===== src/rtl/proc_instr_sequencer_pkg.sv =====
// Shared definitions for the instruction sequencer: opcodes, FSM states,
// program-entry field widths.
package proc_instr_sequencer_pkg;

  localparam int unsigned OPC_W = 3;

  localparam logic [OPC_W-1:0] OP_ADD  = 3'b000;
  localparam logic [OPC_W-1:0] OP_SUB  = 3'b001;
  localparam logic [OPC_W-1:0] OP_AND  = 3'b010;
  localparam logic [OPC_W-1:0] OP_OR   = 3'b011;
  localparam logic [OPC_W-1:0] OP_XOR  = 3'b100;
  localparam logic [OPC_W-1:0] OP_SHL  = 3'b101;
  localparam logic [OPC_W-1:0] OP_SHR  = 3'b110;
  localparam logic [OPC_W-1:0] OP_HALT = 3'b111;

  typedef enum logic [2:0] {
    S_IDLE,
    S_SETUP,
    S_ISSUE,
    S_WAIT_HALT,
    S_DONE,
    S_ERR
  } state_e;

  // Entry layout is {opcode, addr, operand_a, operand_b}.
  function automatic int unsigned entry_width(input int unsigned aw, input int unsigned dw);
    return OPC_W + aw + 2 * dw;
  endfunction

endpackage


===== src/rtl/proc_instr_sequencer_prog_mem.sv =====
// Program store: DEPTH x WIDTH register file, one write port, one async read port.
// Contents are deliberately not reset.
module proc_prog_mem #(
  parameter int unsigned WIDTH = 43,
  parameter int unsigned DEPTH = 16,
  localparam int unsigned AW = $clog2(DEPTH)
) (
  input  logic             clk,
  input  logic             we,
  input  logic [AW-1:0]    waddr,
  input  logic [WIDTH-1:0] wdata,
  input  logic [AW-1:0]    raddr,
  output logic [WIDTH-1:0] rdata
);

  logic [WIDTH-1:0] mem [DEPTH];

  // Synchronous write port
  always_ff @(posedge clk) begin
    if (we) mem[waddr] <= wdata;
  end

  assign rdata = mem[raddr];

endmodule


===== src/rtl/proc_instr_sequencer.sv =====
// Steps through a small program, handing each entry to a processor over a
// ready/execute handshake and collecting results until HALT or the last entry.
module proc_instr_sequencer
  import proc_instr_sequencer_pkg::*;
#(
  parameter int unsigned DATA_WIDTH = 16,
  parameter int unsigned ADDR_WIDTH = 8,
  parameter int unsigned PROG_DEPTH = 16,
  parameter int unsigned TIMEOUT    = 255,
  localparam int unsigned IDX_W   = $clog2(PROG_DEPTH),
  localparam int unsigned ENTRY_W = entry_width(ADDR_WIDTH, DATA_WIDTH)
) (
  input  logic                  clk,
  input  logic                  rst,
  input  logic                  prog_we,
  input  logic [IDX_W-1:0]      prog_waddr,
  input  logic [ENTRY_W-1:0]    prog_wdata,
  input  logic                  start,
  output logic [OPC_W-1:0]      proc_opcode,
  output logic [ADDR_WIDTH-1:0] proc_addr,
  output logic [DATA_WIDTH-1:0] proc_operand_a,
  output logic [DATA_WIDTH-1:0] proc_operand_b,
  output logic                  proc_execute,
  input  logic                  proc_ready,
  input  logic                  proc_halt,
  input  logic [DATA_WIDTH-1:0] proc_result,
  output logic                  busy,
  output logic                  done,
  output logic                  timeout_err,
  output logic                  result_valid,
  output logic [DATA_WIDTH-1:0] last_result,
  output logic [IDX_W-1:0]      step_idx
);

  localparam int unsigned CNT_W = $clog2(TIMEOUT + 1);

  state_e                state, state_n;
  logic [CNT_W-1:0]      cnt, cnt_n;
  logic                  pending, pending_n;
  logic [IDX_W-1:0]      step_n, raddr;
  logic [OPC_W-1:0]      opc_n;
  logic [ADDR_WIDTH-1:0] addr_n;
  logic [DATA_WIDTH-1:0] a_n, b_n, last_n;
  logic                  exec_n, busy_n, done_n, terr_n, rv_n;
  logic                  prog_open, mem_we, reload, timed_out;
  logic [ENTRY_W-1:0]    rdata, entry;

  assign prog_open = (state == S_IDLE) || (state == S_DONE) || (state == S_ERR);
  assign mem_we    = prog_we && prog_open;
  assign raddr     = prog_open ? '0 : step_idx + IDX_W'(1);
  // A write landing on entry 0 in the same cycle as start is forwarded so the
  // run sees the new data; other addresses leave entry 0's old contents.
  assign entry     = (mem_we && (prog_waddr == raddr)) ? prog_wdata : rdata;
  assign timed_out = (cnt == CNT_W'(TIMEOUT - 1));

  proc_prog_mem #(
    .WIDTH(ENTRY_W),
    .DEPTH(PROG_DEPTH)
  ) u_mem (
    .clk  (clk),
    .we   (mem_we),
    .waddr(prog_waddr),
    .wdata(prog_wdata),
    .raddr(raddr),
    .rdata(rdata)
  );

  // Next state and next value of every registered output
  always_comb begin
    state_n   = state;
    cnt_n     = '0;
    pending_n = pending;
    step_n    = step_idx;
    opc_n     = proc_opcode;
    addr_n    = proc_addr;
    a_n       = proc_operand_a;
    b_n       = proc_operand_b;
    last_n    = last_result;
    rv_n      = 1'b0;
    reload    = 1'b0;
    case (state)
      S_IDLE, S_DONE, S_ERR: begin
        if (start) begin
          state_n   = S_SETUP;
          step_n    = '0;
          pending_n = 1'b0;
          reload    = 1'b1;
        end
      end
      S_SETUP: begin
        // pending marks a SETUP that still owes the previous entry's result
        if (proc_halt) begin
          state_n = S_ERR;
        end else if (proc_ready && pending) begin
          last_n    = proc_result;
          rv_n      = 1'b1;
          pending_n = 1'b0;
          if (step_idx == IDX_W'(PROG_DEPTH - 1)) begin
            state_n = S_DONE;
          end else begin
            step_n = step_idx + IDX_W'(1);
            reload = 1'b1;
          end
        end else if (proc_ready) begin
          state_n = S_ISSUE;
        end else if (timed_out) begin
          state_n = S_ERR;
        end
      end
      S_ISSUE: begin
        if (!proc_ready) begin
          if (proc_opcode == OP_HALT) begin
            state_n = S_WAIT_HALT;
          end else begin
            state_n   = S_SETUP;
            pending_n = 1'b1;
          end
        end else if (timed_out) begin
          state_n = S_ERR;
        end
      end
      S_WAIT_HALT: begin
        if (proc_halt) state_n = S_DONE;
        else if (timed_out) state_n = S_ERR;
      end
      default: state_n = S_IDLE;
    endcase

    if (reload) begin
      opc_n  = entry[ENTRY_W-1 -: OPC_W];
      addr_n = entry[2*DATA_WIDTH +: ADDR_WIDTH];
      a_n    = entry[DATA_WIDTH +: DATA_WIDTH];
      b_n    = entry[DATA_WIDTH-1:0];
    end

    exec_n = (state_n == S_ISSUE);
    busy_n = (state_n == S_SETUP) || (state_n == S_ISSUE) || (state_n == S_WAIT_HALT);
    done_n = (state_n == S_DONE);
    terr_n = (state_n == S_ERR);
    // Loading a new entry counts as re-entering SETUP
    if (busy_n && (state_n == state) && !reload) cnt_n = cnt + CNT_W'(1);
  end

  // State and output registers
  always_ff @(posedge clk or posedge rst) begin
    if (rst) begin
      state          <= S_IDLE;
      cnt            <= '0;
      pending        <= 1'b0;
      step_idx       <= '0;
      proc_opcode    <= '0;
      proc_addr      <= '0;
      proc_operand_a <= '0;
      proc_operand_b <= '0;
      proc_execute   <= 1'b0;
      busy           <= 1'b0;
      done           <= 1'b0;
      timeout_err    <= 1'b0;
      result_valid   <= 1'b0;
      last_result    <= '0;
    end else begin
      state          <= state_n;
      cnt            <= cnt_n;
      pending        <= pending_n;
      step_idx       <= step_n;
      proc_opcode    <= opc_n;
      proc_addr      <= addr_n;
      proc_operand_a <= a_n;
      proc_operand_b <= b_n;
      proc_execute   <= exec_n;
      busy           <= busy_n;
      done           <= done_n;
      timeout_err    <= terr_n;
      result_valid   <= rv_n;
      last_result    <= last_n;
    end
  end

endmodule

===== config.mk =====
export PLATFORM = sky130hd
export DESIGN_NAME = proc_instr_sequencer
export DESIGN_NICKNAME = d
export VERILOG_FILES = /design/src/rtl/proc_instr_sequencer_pkg.sv /design/src/rtl/proc_instr_sequencer_prog_mem.sv /design/src/rtl/proc_instr_sequencer.sv
export SDC_FILE = /design/constraint.sdc
export NUM_CORES = 1
export LEC_CHECK = 0
export ABC_AREA = 0
export ABC_CLOCK_PERIOD_IN_PS = 6400
export CAP_MARGIN = 40
export CELL_PAD_IN_SITES_DETAIL_PLACEMENT = 0
export CELL_PAD_IN_SITES_GLOBAL_PLACEMENT = 1
export CORE_ASPECT_RATIO = 0.7
export CORE_MARGIN = 3
export CORE_UTILIZATION = 50
export DETAILED_ROUTE_END_ITERATION = 8
export DONT_BUFFER_PORTS = 1
export PLACE_DENSITY = 0.77
export SLEW_MARGIN = 20
export SYNTH_ARGS = -nofsm -noshare
export SYNTH_HDL_FRONTEND = slang
export SYNTH_SLANG_ARGS = --single-unit

===== constraint.sdc =====
create_clock -name clk -period 6.4 [get_ports clk]
set_clock_uncertainty 0.2 [all_clocks]
set_input_delay 0.64 -clock clk [delete_from_list [all_inputs] [get_ports clk]]
set_output_delay 0.64 -clock clk [all_outputs]
set_load 0.02 [all_outputs]

==> summary.txt <==
Final layout
  • Area added between synthesis and finish: 14.5%
  • Design Area, Final: 0.0350 sq mm
  • Final nets: between 2000 and 2500
  • Finished Layout Cells: roughly 3000
  • Layout cell share with drive strength beyond 1: 13.2%

Pwr
  • Static Leakage: approximately 11 nW
  • Worst vdd ir: a little over 300 uV
  • Pwr dens: between 300 and 400 mW/mm^2

Worst setup path
  • CP peak stage delay: approximately 900 ps
  • Endpoint type of the worst setup path: flip-flop
  • Worst-path cell chain: clkinv_1 -> nand4_1 -> or3_2 -> buf_4 -> nand3_4 -> a21oi_1 -> a211oi_1
  • Worst setup SP type: flip-flop
  • Critical path peak fanout: 27
  • Worst path slowest cell: dfrtp_1
  • R2R Setup Slk: 2090 ps
  • Worst Setup Path Type: reg2reg
  • Cells on worst reg2reg path: 7
  • Worst EP arrival: approximately 4600 ps
  • Worst Path Required: 6680 ps

Place
  • Placed inst area: 0.0318 sq mm
  • Routability cong.: 0.783
  • Placed cell count: approximately 2700
  • # port buffers: 0
  • Detailed Place HPWL: 43500 microns

Drt
  • Drt first pass iters: 5
  • Vias per inst: between 6 and 7
  • Iteration-0 DRC count of the detailed router: 2202
  • Post-route ant nets: 0
  • DRC viols: 0
  • Wire length per cell: roughly 28 microns
  • Drt total wl: 82000 microns
  • Routed via count: ~19000

STA
  • Max-slew violations: 0
  • Final hold violations: 0
  • Post-layout min period: ~4300 ps
  • Post-route setup TNS: 0 ps
  • Fmax: 0.232 GHz
  • Worst-Margin Slew: roughly 880 ps
  • RSZ-0062 raised after global routing: false
  • Slew Limit Headroom: 41.2%
  • Tcrit/Tclk final: between 60 and 70%
  • Final setup vio count: 0

GRT
  • First-pass GRT wire length: approximately 120000 microns
  • GRT Total Usage: 25.7%
  • Initial antenna violation count: 3
  • Gr ovfl total: 0
  • Largest net degree at the start of global routing: slightly below 90
  • Vias in the first global route: between 15000 and 20000

Synth
  • Post-Syn Area per Cell: between 15 and 20 sq um
  • Xor and xnor fraction of the mapped netlist area: less than 1%
  • Post-Syn Area: 0.0306 sq mm
  • Async set-reset flop share out of synthesis: about a tenth
  • Post-Synth Adder-Cell Area: less than 1%
  • Post-synthesis sequential area ratio: about 74%
  • Compound-Gate Fraction of Synth Area: slightly above 10%
  • Ys flop type: edfxtp_1
  • Simple-gate share of the synthesized area: 6.58%
  • Cell variety after synth: between 60 and 70
  • Syn Nets: about 2000
  • Total number of yosys warnings: 0
  • Mux share of post-synthesis cell area: 6.60%
  • Combinational family with the most area after synthesis: compound AO/OA/AOI/OAI gates
  • Syn Inst Count: about 2000
  • Yosys reg bits: 768
  • Number of flops mapped to enable cells by yosys: 688

Floorplan
  • Row count: 75
  • Core Area: roughly 0.06 sq mm
  • Full die area: 0.0642 sq mm
  • Top Ports: 137
  • Die X-Extent: between 300 and 400 microns
  • Initial core utilization: about half
  • Die Y: roughly 210 microns

CTS
  • Htree depth: 3
  • Root buf cell: clkbuf_16
  • Clk slew on worst S/H paths: approximately 60 ps
  • CTS tree: done
  • PostCTS Resize Cnt: 0
  • Clock sinks: between 700 and 800
  • Clk buf depth: 3
  • Num CTS Buffers: 74
  • Worst-Skew Late Latency: just over 600 ps
  • Postcts setup bufs: 0

Job
  • # Max-Cap Violations: 0

Run status
  • Status: finished clean

Worst hold path
  • Hold Path Cell Cnt: 2
  • Hold WC Path Type: in2reg
==> final cells by class <==
cell class | instances | area, sq um
tap | 808 | 1010
inverter | 14 | 56.3
clock inverter | 37 | 438
clock buffer | 99 | 2070
antenna | 2 | 5.00
timing repair buffer | 123 | 1320
fill | 4519 | 25100
sequential | 768 | 22700
multi-input combinational | 1065 | 7440
==> metrics by stage <==
stage	utilization (%)	total power [mW]	hold WS [ps]	setup slack, ps
5_1_grt	58.2	14.3	49.6	1890
4_1_cts	58.0	13.8	12.7	2170
6_report	58.2	13.8	39.1	2090
3_5_place_dp	52.9	9.27	285	2190
3_3_place_gp	52.5	9.18	269	2250
2_1_floorplan	-	8.24	255	1350
==> worst max-delay path, delay by kind of cell, from the launching register on <==
family / cells / cell delay [ps]
flops: 1 / 890
simple gates: 3 / 1580
compound gates: 2 / 370
buf+inv: 2 / 1120
==> synth_stat cells (all sizes together) (30+ instances only) <==
master | count | area share, %
a211oi | 99 | 2.4
edfxtp | 688 | 68
a21oi | 83 | 1.4
dfrtp | 80 | 6.5
nand2 | 170 | 2.1
clkbuf | 69 | 0.86
nor3 | 61 | 1.0
nor2 | 69 | 0.86
o221ai | 40 | 1.1
buf | 69 | 1.2
mux2i | 124 | 4.1
nand3 | 54 | 0.93
mux2 | 49 | 1.8
o21ai | 55 | 0.91
o22ai | 30 | 0.61
==> flip-flops by register name, indices dropped and copies added (netlist names) <==
signal and flops:
last_result 16, state 3, cnt 8, step_idx 4, pending 1, busy 1
result_valid 1, proc_execute 1, u_mem.mem 688, timeout_err 1, proc_opcode 3, done 1
proc_operand_a 16, proc_addr 8, proc_operand_b 16
==> where the power goes <==
part	switching, mW	leakage [nW]	internal, mW	total [mW]
sequential	0.473	7.21	5.76	6.23
combinational	2.06	2.72	1.01	3.07
clock	1.86	1.21	2.61	4.47
==> path summary, 6_finish.rpt <==
path | startpoint | endpoint
max | state[1] | proc_opcode[2]
min | prog_wdata[24] | proc_operand_a[8]
max reg2reg | state[1] | proc_opcode[2]
min reg2reg | cnt[0] | cnt[0]
max in group asynchronous | rst | proc_operand_a[7]
min in group asynchronous | rst | proc_operand_b[13]
==> cell usage in the layout (no fill, tap or decap), types with 9 or more instances in the layout <==
master and instances:
nand3_1 53, clkinv_2 12, nand2_1 170, nand4_1 20, o21ai_0 52, o311ai_0 20, a21oi_1 79, a211oi_1 99
edfxtp_1 688, mux2_2 49, inv_1 10, nor3_1 58, a2bb2oi_1 9, buf_16 10, dlygate4sd3_1 60, o211ai_1 21
o221ai_1 40, nor2_1 53, buf_4 46, nor2_4 12, a221oi_1 25, nand2b_1 10, o22ai_1 30, dfrtp_1 79
clkbuf_1 15, mux4_2 10, a22oi_1 11, mux2i_1 124, clkbuf_16 76
==> repair_timing <==
action | 4_1_cts | 5_1_grt
hold buffers | 60 | 0
setup endpoints to repair | 0 | 0
hold endpoints to repair | 729 | 0
==> metal layers <==
| metal | track usage (%) | vias to the layer above | wire length [microns] |
|---|---|---|---|
| met2 | 40.3 | 897 | 38300 |
| li1 | - | 7999 | - |
| met5 | 0 | - | 0 |
| met4 | 7.78 | 0 | 2180 |
| met3 | 4.97 | 156 | 7170 |
| met1 | 36.9 | 9620 | 34400 |
==> cells by family (layout without fill, tap and decap cells) <==
logic type | Yosys count | after routing
fa+ha+maj | 3 | 3
xor+xnor | 7 | 7
other cells | 0 | 2
flops | 768 | 768
buf+inv | 152 | 273
simple gates | 432 | 432
mux | 183 | 183
compound gates | 440 | 440
(Power assumes the default switching activity.)
